File: src/rtl/gate_bist_pkg.sv
// gate_bist_pkg: shared constants for the two-input gate BIST controller.
//   - func_sel codes for the expected gate function
//   - FSM state encoding
//   - illegal func_sel check
package gate_bist_pkg;

  typedef logic [2:0] func_t;
  typedef logic [2:0] state_t;

  localparam func_t FN_AND  = 3'd0;
  localparam func_t FN_OR   = 3'd1;
  localparam func_t FN_NAND = 3'd2;
  localparam func_t FN_NOR  = 3'd3;
  localparam func_t FN_XOR  = 3'd4;
  localparam func_t FN_XNOR = 3'd5;

  localparam state_t ST_IDLE   = 3'd0;
  localparam state_t ST_APPLY  = 3'd1;
  localparam state_t ST_SETTLE = 3'd2;
  localparam state_t ST_CHECK  = 3'd3;
  localparam state_t ST_DONE   = 3'd4;

  // Codes 6 and 7 have no gate behind them.
  function automatic logic func_illegal(input func_t f);
    return f > FN_XNOR;
  endfunction

endpackage

File: src/rtl/gate_bist_ctrl_if.sv
// gate_bist_ctrl_if: control/status and gate-under-test signals of the BIST.
//   slave  : the controller (takes start/func_sel/dut_c, drives the rest)
//   master : whoever launches runs and hosts the gate under test
interface gate_bist_ctrl_if;
  import gate_bist_pkg::*;

  logic        start;
  func_t       func_sel;
  logic        dut_a;
  logic        dut_b;
  logic        dut_c;
  logic        busy;
  logic        done;
  logic        pass;
  logic [2:0]  err_count;
  logic [3:0]  err_vec;

  modport slave (
    input  start, func_sel, dut_c,
    output dut_a, dut_b, busy, done, pass, err_count, err_vec
  );

  modport master (
    output start, func_sel, dut_c,
    input  dut_a, dut_b, busy, done, pass, err_count, err_vec
  );
endinterface

File: src/rtl/gate_ref_model.sv
// gate_ref_model: combinational golden model of the gate under test.
//   a, b : stimulus bits
//   func : function code (gate_bist_pkg FN_*)
//   c    : expected gate output (0 for illegal codes; never checked then)
module gate_ref_model
  import gate_bist_pkg::*;
(
  input  logic  a,
  input  logic  b,
  input  func_t func,
  output logic  c
);
  always_comb begin
    c = 1'b0;
    case (func)
      FN_AND:  c = a & b;
      FN_OR:   c = a | b;
      FN_NAND: c = ~(a & b);
      FN_NOR:  c = ~(a | b);
      FN_XOR:  c = a ^ b;
      FN_XNOR: c = ~(a ^ b);
      default: c = 1'b0;
    endcase
  end
endmodule

File: src/rtl/gate_bist_ctrl.sv
// gate_bist_ctrl: exhaustive BIST of a two-input gate.
//   clk, rst : clock, asynchronous active-high reset
//   bus      : gate_bist_ctrl_if.slave (start/func_sel in, dut_a/dut_b out,
//              dut_c in, busy/done/pass/err_count/err_vec status out)
// Each of the four vectors {a,b}=0..3 is applied for one APPLY cycle, held
// for SETTLE_CYCLES, then compared in CHECK against gate_ref_model.
module gate_bist_ctrl
  import gate_bist_pkg::*;
#(
  parameter int unsigned SETTLE_CYCLES = 1   // 1..15
) (
  input  logic           clk,
  input  logic           rst,
  gate_bist_ctrl_if.slave bus
);
  localparam logic [3:0] SETTLE_LAST = 4'(SETTLE_CYCLES - 1);

  state_t     state;
  func_t      func_q;
  logic [1:0] idx;
  logic [3:0] cnt;
  logic [2:0] err_count;
  logic [3:0] err_vec;
  logic       pass;
  logic       exp_c;
  logic       mismatch;
  logic       active;

  gate_ref_model u_ref (
    .a    (idx[1]),
    .b    (idx[0]),
    .func (func_q),
    .c    (exp_c)
  );

  // Written as "mismatch unless provably equal" so an X/Z response falls
  // through the if and counts as an error.
  always_comb begin
    mismatch = 1'b1;
    if (bus.dut_c == exp_c) mismatch = 1'b0;
  end

  always_ff @(posedge clk or posedge rst) begin
    if (rst) begin
      state     <= ST_IDLE;
      func_q    <= FN_AND;
      idx       <= 2'd0;
      cnt       <= 4'd0;
      err_count <= 3'd0;
      err_vec   <= 4'd0;
      pass      <= 1'b0;
    end else begin
      case (state)
        ST_IDLE: if (bus.start) begin
          func_q <= bus.func_sel;
          idx    <= 2'd0;
          pass   <= 1'b0;
          if (func_illegal(bus.func_sel)) begin
            // Nothing meaningful to test: report every vector as failed.
            err_count <= 3'd4;
            err_vec   <= 4'hF;
            state     <= ST_DONE;
          end else begin
            err_count <= 3'd0;
            err_vec   <= 4'd0;
            state     <= ST_APPLY;
          end
        end
        ST_APPLY: begin
          cnt   <= 4'd0;
          state <= ST_SETTLE;
        end
        ST_SETTLE: begin
          if (cnt == SETTLE_LAST) state <= ST_CHECK;
          else                    cnt   <= cnt + 4'd1;
        end
        ST_CHECK: begin
          if (mismatch) begin
            err_vec[idx] <= 1'b1;
            err_count    <= err_count + 3'd1;
          end
          // idx saturates at 3: the run ends instead of wrapping.
          if (idx == 2'd3) state <= ST_DONE;
          else begin
            idx   <= idx + 2'd1;
            state <= ST_APPLY;
          end
        end
        ST_DONE: begin
          pass  <= (err_count == 3'd0);
          state <= ST_IDLE;
        end
        default: state <= ST_IDLE;
      endcase
    end
  end

  // Stimulus is only driven while a vector is in flight; outputs decode
  // straight from state so reset clears them without waiting for a clock.
  assign active        = (state == ST_APPLY) || (state == ST_SETTLE) || (state == ST_CHECK);
  assign bus.dut_a     = active & idx[1];
  assign bus.dut_b     = active & idx[0];
  assign bus.busy      = (state != ST_IDLE);
  assign bus.done      = (state == ST_DONE);
  assign bus.pass      = pass;
  assign bus.err_count = err_count;
  assign bus.err_vec   = err_vec;

endmodule

File: src/flat_wrapper.sv
// flat-port wrapper written by rule: the top's interface ports become plain ports
module gate_bist_ctrl_flat import gate_bist_pkg::*;
#(
  parameter int unsigned SETTLE_CYCLES = 1           
)
  (clk, rst, bus_start, bus_func_sel, bus_dut_c, bus_dut_a, bus_dut_b, bus_busy, bus_done, bus_pass, bus_err_count, bus_err_vec);
  gate_bist_ctrl_if bus_i ();
  input  logic clk;
  input  logic rst;
  input wire logic [$bits(bus_i.start)-1:0] bus_start;
  input wire logic [$bits(bus_i.func_sel)-1:0] bus_func_sel;
  input wire logic [$bits(bus_i.dut_c)-1:0] bus_dut_c;
  output wire logic [$bits(bus_i.dut_a)-1:0] bus_dut_a;
  output wire logic [$bits(bus_i.dut_b)-1:0] bus_dut_b;
  output wire logic [$bits(bus_i.busy)-1:0] bus_busy;
  output wire logic [$bits(bus_i.done)-1:0] bus_done;
  output wire logic [$bits(bus_i.pass)-1:0] bus_pass;
  output wire logic [$bits(bus_i.err_count)-1:0] bus_err_count;
  output wire logic [$bits(bus_i.err_vec)-1:0] bus_err_vec;
  assign bus_i.start = bus_start;
  assign bus_i.func_sel = bus_func_sel;
  assign bus_i.dut_c = bus_dut_c;
  assign bus_dut_a = bus_i.dut_a;
  assign bus_dut_b = bus_i.dut_b;
  assign bus_busy = bus_i.busy;
  assign bus_done = bus_i.done;
  assign bus_pass = bus_i.pass;
  assign bus_err_count = bus_i.err_count;
  assign bus_err_vec = bus_i.err_vec;
  gate_bist_ctrl #(.SETTLE_CYCLES(SETTLE_CYCLES)) u_core (.clk(clk), .rst(rst), .bus(bus_i));
endmodule
File: config.mk
export PLATFORM = sky130hd
export DESIGN_NAME = gate_bist_ctrl_flat
export DESIGN_NICKNAME = d
export VERILOG_FILES = /design/src/rtl/gate_bist_pkg.sv /design/src/rtl/gate_bist_ctrl_if.sv /design/src/rtl/gate_ref_model.sv /design/src/rtl/gate_bist_ctrl.sv /design/src/flat_wrapper.sv
export SDC_FILE = /design/constraint.sdc
export NUM_CORES = 1
export LEC_CHECK = 0
export BUFFER_PORTS_ARGS = -buffer_cell sky130_fd_sc_hd__buf_2
export CAP_MARGIN = 10
export CORE_UTILIZATION = 30
export CTS_CLUSTER_SIZE = 14
export DETAILED_ROUTE_END_ITERATION = 8
export SLEW_MARGIN = 20
export SYNTH_ARGS = -nofsm -noshare
export SYNTH_HDL_FRONTEND = slang
export SYNTH_HIERARCHICAL = 1
export SYNTH_SLANG_ARGS = --single-unit
File: constraint.sdc
create_clock -name clk -period 4.3 [get_ports clk]
set_input_delay 0.86 -clock clk [delete_from_list [all_inputs] [get_ports clk]]
set_output_delay 0.86 -clock clk [all_outputs]
set_load 0.01 [all_outputs]
After elaboration in Yosys (flattened, before gate mapping)
Index checks and enable logic that the tools add are counted.
Word-level totals
  input bits: 7
  bits in registers: 20
Operators by class
  add/sub/neg operators: 3
  reductions and logical operators: 17
  bitwise gates (word level): 9
  $lt $le $gt $ge: 3
  equality and inequality tests: 16
  muxes and demuxes: 23
Operator list (number)
  2-to-1 mux 3 bit: 7
  2-to-1 mux 4 bit: 4
  one-hot mux 4 bit (2 select lines): 2
  == test 3 x 2 -> 1 bit (second input constant): 4
  one-hot mux 3 bit (4 select lines): 1
  == test 3 bit (second input constant): 3
  logical NOT 3 bit: 3
  inequality test 2 bit (second input constant): 4
  AND reduction 2 bit: 4
  == test 3 x 1 -> 1 bit (second input constant): 2
  one-hot mux 1 bit (6 select lines): 1
  one-hot mux 3 bit (2 select lines): 1
  AND reduction 3 bit: 2
  nonzero test 2 bit: 3
  adder 4 x 1 -> 4 bit (second input constant): 1
  logical NOT 4 bit: 1
  2-to-1 mux 2 bit: 2
  bitwise OR 4 bit: 1
  one-hot mux 2 bit (2 select lines): 1
  adder 3 x 1 -> 3 bit (second input constant): 1
  AND 1 bit: 3
  > comparator 3 bit (second input constant): 1
  < comparator 2 x 3 -> 1 bit (second input constant): 1
  inverter 1 bit: 3
  13 further kinds: 15

Longest topological paths before layout
  depth after elaboration: 7
  gate-level depth with buffers: 8
  mapped depth without buffers: 8

Hierarchy
The synthesis kept the hierarchy.
Modules (own cells, without submodules)
  gate_bist_ctrl: area an instance 1167.4 um2, times used 1, sequential area each 500.5 um2, cells each 116
  gate_ref_model: area an instance 76.3 um2, times used 1, sequential area each 0.0 um2, cells each 10

Worst setup path before layout
OpenSTA, ideal clock, no wires.
  path kind: register to register
  start point: register u_core.idx[1]
  end point: register u_core.err_count[1] (netlist: u_core/bus.err_count[1])
  stages on the path, launching flop included: 8
  slack: 2262 ps
  data arrival time: 1917 ps
  period minus slack after synthesis: 2038 ps
  path buffers: 0
  data required time: 4178 ps
  path through: dfrtp_1 -> ha_1 -> or2_1 -> a21oi_2 -> mux2_1 -> xor2_1 -> a21oi_2 -> a32o_1
Between the ends
  longest elaborated chain between the ends: 6
RTL lines
  start: declaration: RTL line gate_bist_ctrl.sv:20  | logic [1:0] idx;
  start signal: assignment: RTL line gate_bist_ctrl.sv:85  | idx <= idx + 2'd1;
  XOR 1 bit, or another cell as far along: RTL line gate_ref_model.sv:20, gate_ref_model.sv:21
  inverter 1 bit, on equally long branches: RTL line gate_ref_model.sv:21, gate_ref_model.sv:18, gate_ref_model.sv:19
  one-hot mux 1 bit (6 select lines) (*): RTL line gate_ref_model.sv:15  | case (func)
  net u_core.exp_c: RTL line gate_bist_ctrl.sv:25  | logic exp_c;
  == test 1 bit (*): RTL line gate_bist_ctrl.sv:40  | if (bus.dut_c == exp_c) mismatch = 1'b0;
  inequality test 2 bit (no source line) (*)
  AND reduction 3 bit (no source line) (*)
  end signal: assignment: RTL line gate_bist_ctrl.sv:80  | err_count <= err_count + 3'd1;
  end: declaration: RTL line gate_bist_ctrl.sv:22  | logic [2:0] err_count;
The timed path passes the listed nets; every way through them passes the cells marked *.
A chain may end at the register's enable or synchronous reset.

Worst setup path after layout
  start point: register u_core.state[0]
  end point: output port bus_busy
Between the ends
  longest elaborated chain between the ends: 1
RTL lines
  start: declaration: RTL line gate_bist_ctrl.sv:18  | state_t state;
  start signal: assignment: RTL line gate_bist_ctrl.sv:45  | state <= ST_IDLE;
  start signal: assignment: RTL line gate_bist_ctrl.sv:62  | state <= ST_DONE;
  start signal: assignment: RTL line gate_bist_ctrl.sv:66  | state <= ST_APPLY;
  nonzero test 3 bit: RTL line gate_bist_ctrl.sv:103  | assign bus.busy = (state != ST_IDLE);
  end: declaration: RTL line flat_wrapper.sv:15  | output wire logic [$bits(bus_i.busy)-1:0] bus_busy;
Every way passes these cells.

==> metrics.txt <==
status complete, no violations; fraction of registers with async set/reset 100.0%; post-route clock period utilization 53.76%; syn nets 143; largest area contributor in the netlist dfrtp_1; Placed Cells 189; Worst Path Max Fanout 13; vias per cell 4.979; RSZ-0062 raised after global routing no; Nets 161; Worst EP arrival 1.45 ns; initial antenna violation count 0; # rows 23; FF-to-FF setup slack 2.02 ns; distinct cell type count of the synthesized netlist 41; reg-to-reg startpoint u_core/idx[1]; total global-route track usage 13.32%; antenna cells 0; Slew Viols, Final 0; die area 4407 um2; top cell type's share of synthesized area 40.24%; Buf/Inv on CP 1; Synth area leaders dfrtp_1 (40%), ha_1 (10%), nand2_1 (5.7%), mux2i_1 (4.8%), inv_1 (4.2%); TritonCTS buffer count 3; TritonCTS clock tree yes; starting density of the core 31.09%; most frequent cell after synthesis dfrtp_1; worst hold path type flip-flop to flip-flop; critical path class flip-flop to primary output; pin count of the biggest net entering global routing 21; P_int 0.5834 mW; sum of negative setup slack 0 ns; commonest cells in the synthesized netlist dfrtp_1 (20), nand2_1 (19), inv_1 (14); Critical path origin u_core/state[0]; gr ovfl total 0; Final min period 2.312 ns; max-cap viol count 0; # IOs 19; clock power share 19.2%; clk slew on worst S/H paths 0.07 ns; fraction of layout cells with a size suffix above 1 22.38%; final wirelength 2.548 mm; clk_skew 0.006535 ns; reg-to-reg critical path endpoint u_core/bus.err_count[1]; Psw 0.4035 mW; critical path launch point type flip-flop; worst path cell trace or3_2 -> buf_2; hold path startpoint u_core/cnt[3]; routed length per instance 13.20 um; Post-synth EDFFs 0; Crit path largest cell delay 0.53 ns; DRT Pass-1 Iters 4; Static Leak 0.7179 nW; CP max-delay cell dfrtp_1; Clock Path Buffers 2; Yosys reg bits 20; Slew @ Worst Pin 0.7881 ns; Worst-Skew Late Latency 0.26 ns; Crit path required time 3.44 ns; Peak Freq 0.4326 GHz; Min-Delay Endpoint u_core/cnt[3]; CP top delay family flip-flops; # fillers 393; CTS H-tree lvls 1; vias 961; synthesis-to-layout area growth 15.49%; Avg Inst Size Synth 9.871 um2; root buf cell clkbuf_8; Residual DRC 0; Final Hold Fails 0; Cells after Synth 126; Pwr Density 687.1 nW/um2; core box area 4000 um2; antenna-violating nets left 0; Warnings, synthesis 6; IO Port Bufs 18; sw frac 40.89%; endpoints failing setup 0; VDD IR max 0.0003172 V; Chip Width 66.39 um; combinational cell fraction of total power 45.3%; mapped cell area 1244 um2; cts hold-fix bufs 0; routability cong. 0.7252; clk sinks 20; ys flop type dfrtp_1; WHS Path Cells 1; CP endpoint kind primary output; post-synthesis sequential area ratio 40.24%; final cell count without fillers 193; post-CTS setup buffer count 0; Seq pwr share 35.6%; PostCTS Resize Cnt 0; R2R depth 7; DR iter-0 viols 42; vias in the first global route 957; first-pass GRT wire length 4.374 mm; dpl hpwl 1.857 mm; Die Span Y 66.39 um; Max-slew headroom 47.40%
state kept, by name, indices dropped and copies added (netlist names):
signal / flops
u_core/bus.err_vec: 4
u_core/cnt: 4
u_core/bus.err_count: 3
u_core/func_q: 3
u_core/state: 3
u_core/idx: 2
u_core/bus.pass: 1
per-stage QoR:
| step | cell area [um2] | utilization (%) | setup slack, ns | power, mW | hold WS, ns |
|---|---|---|---|---|---|
| 2_1_floorplan | 1244 | - | 2.262 | 0.6945 | 0.4397 |
| 5_1_grt | 1436 | 35.91 | 1.896 | 1.072 | 0.5238 |
| 6_report | 1436 | 35.91 | 1.988 | 0.9870 | 0.4948 |
| 3_3_place_gp | 1365 | 34.13 | 2.145 | 0.7883 | 0.4535 |
| 3_5_place_dp | 1365 | 34.13 | 2.062 | 0.8026 | 0.4806 |
| 4_1_cts | 1436 | 35.91 | 1.970 | 0.9980 | 0.4995 |
layout by cell type, fill, tap and decap left out, types with 2 or more instances in the layout:
| cell type | count |
|---|---|
| a21oi_2 | 2 |
| and3_1 | 2 |
| and2_1 | 3 |
| nand2_1 | 19 |
| nor2_1 | 2 |
| clkbuf_8 | 3 |
| a21oi_1 | 5 |
| dfrtp_1 | 20 |
| nor3_1 | 3 |
| inv_1 | 14 |
| nand3_1 | 3 |
| o21ai_0 | 3 |
| mux2i_1 | 6 |
| o32ai_1 | 3 |
| buf_2 | 18 |
| xnor2_1 | 2 |
| a32o_1 | 3 |
| ha_1 | 10 |
kinds of logic (layout without fill, tap and decap cells):
kind of cell,count (synthesis),count (layout),share of synthesized area [%]
buf+inv,19,36,6.740
flops,20,20,40.24
fa+ha+maj,10,10,10.06
mux,7,7,5.735
compound gates,24,24,15.49
xor+xnor,3,3,2.113
simple gates,43,43,19.62
area by class of cell:
cell class	instances	area, um2	share of cell area [%]
multi-input combinational	87	659.4	45.91
sequential	20	500.5	34.84
timing repair buffer	18	90.09	6.272
tap	50	62.56	4.355
inverter	14	52.55	3.659
clock buffer	3	41.29	2.875
clock inverter	1	30.03	2.091
metal layers:
metal	track usage, %	vias up	routed length, um
li1	-	471	-
met5	0	-	0
met1	16.84	458	1197
met3	3.103	7	117
met2	21.43	25	1190
met4	5.851	0	44
worst reg2reg max path: stages, from the launching register on:
cell,delay (ns)
dfrtp_1,0.45
ha_1,0.23
or2_1,0.22
a21oi_2,0.14
mux2_1,0.34
xor2_1,0.40
a21oi_2,0.16
a32o_1,0.24
power groups by stage:
stage	logic (mW)	registers (mW)	clock network (mW)
floorplan	0.365	0.329	0
global route	0.501	0.368	0.203
detailed placement	0.446	0.356	0
CTS	0.452	0.353	0.193
global placement	0.437	0.351	0
finish	0.447	0.351	0.189
worst max-delay path by stage:
stage	to	slack (ns)	depth (start not counted)
floorplan	u_core/bus.err_count[1]	2.26	7
global placement	u_core/bus.err_count[1]	2.14	7
detailed placement	u_core/bus.err_count[1]	2.06	7
CTS	bus_busy	1.97	2
global route	u_core/bus.err_count[1]	1.90	7
finish	bus_busy	1.99	2
No activity file was read; power rests on OpenSTA's default activity.
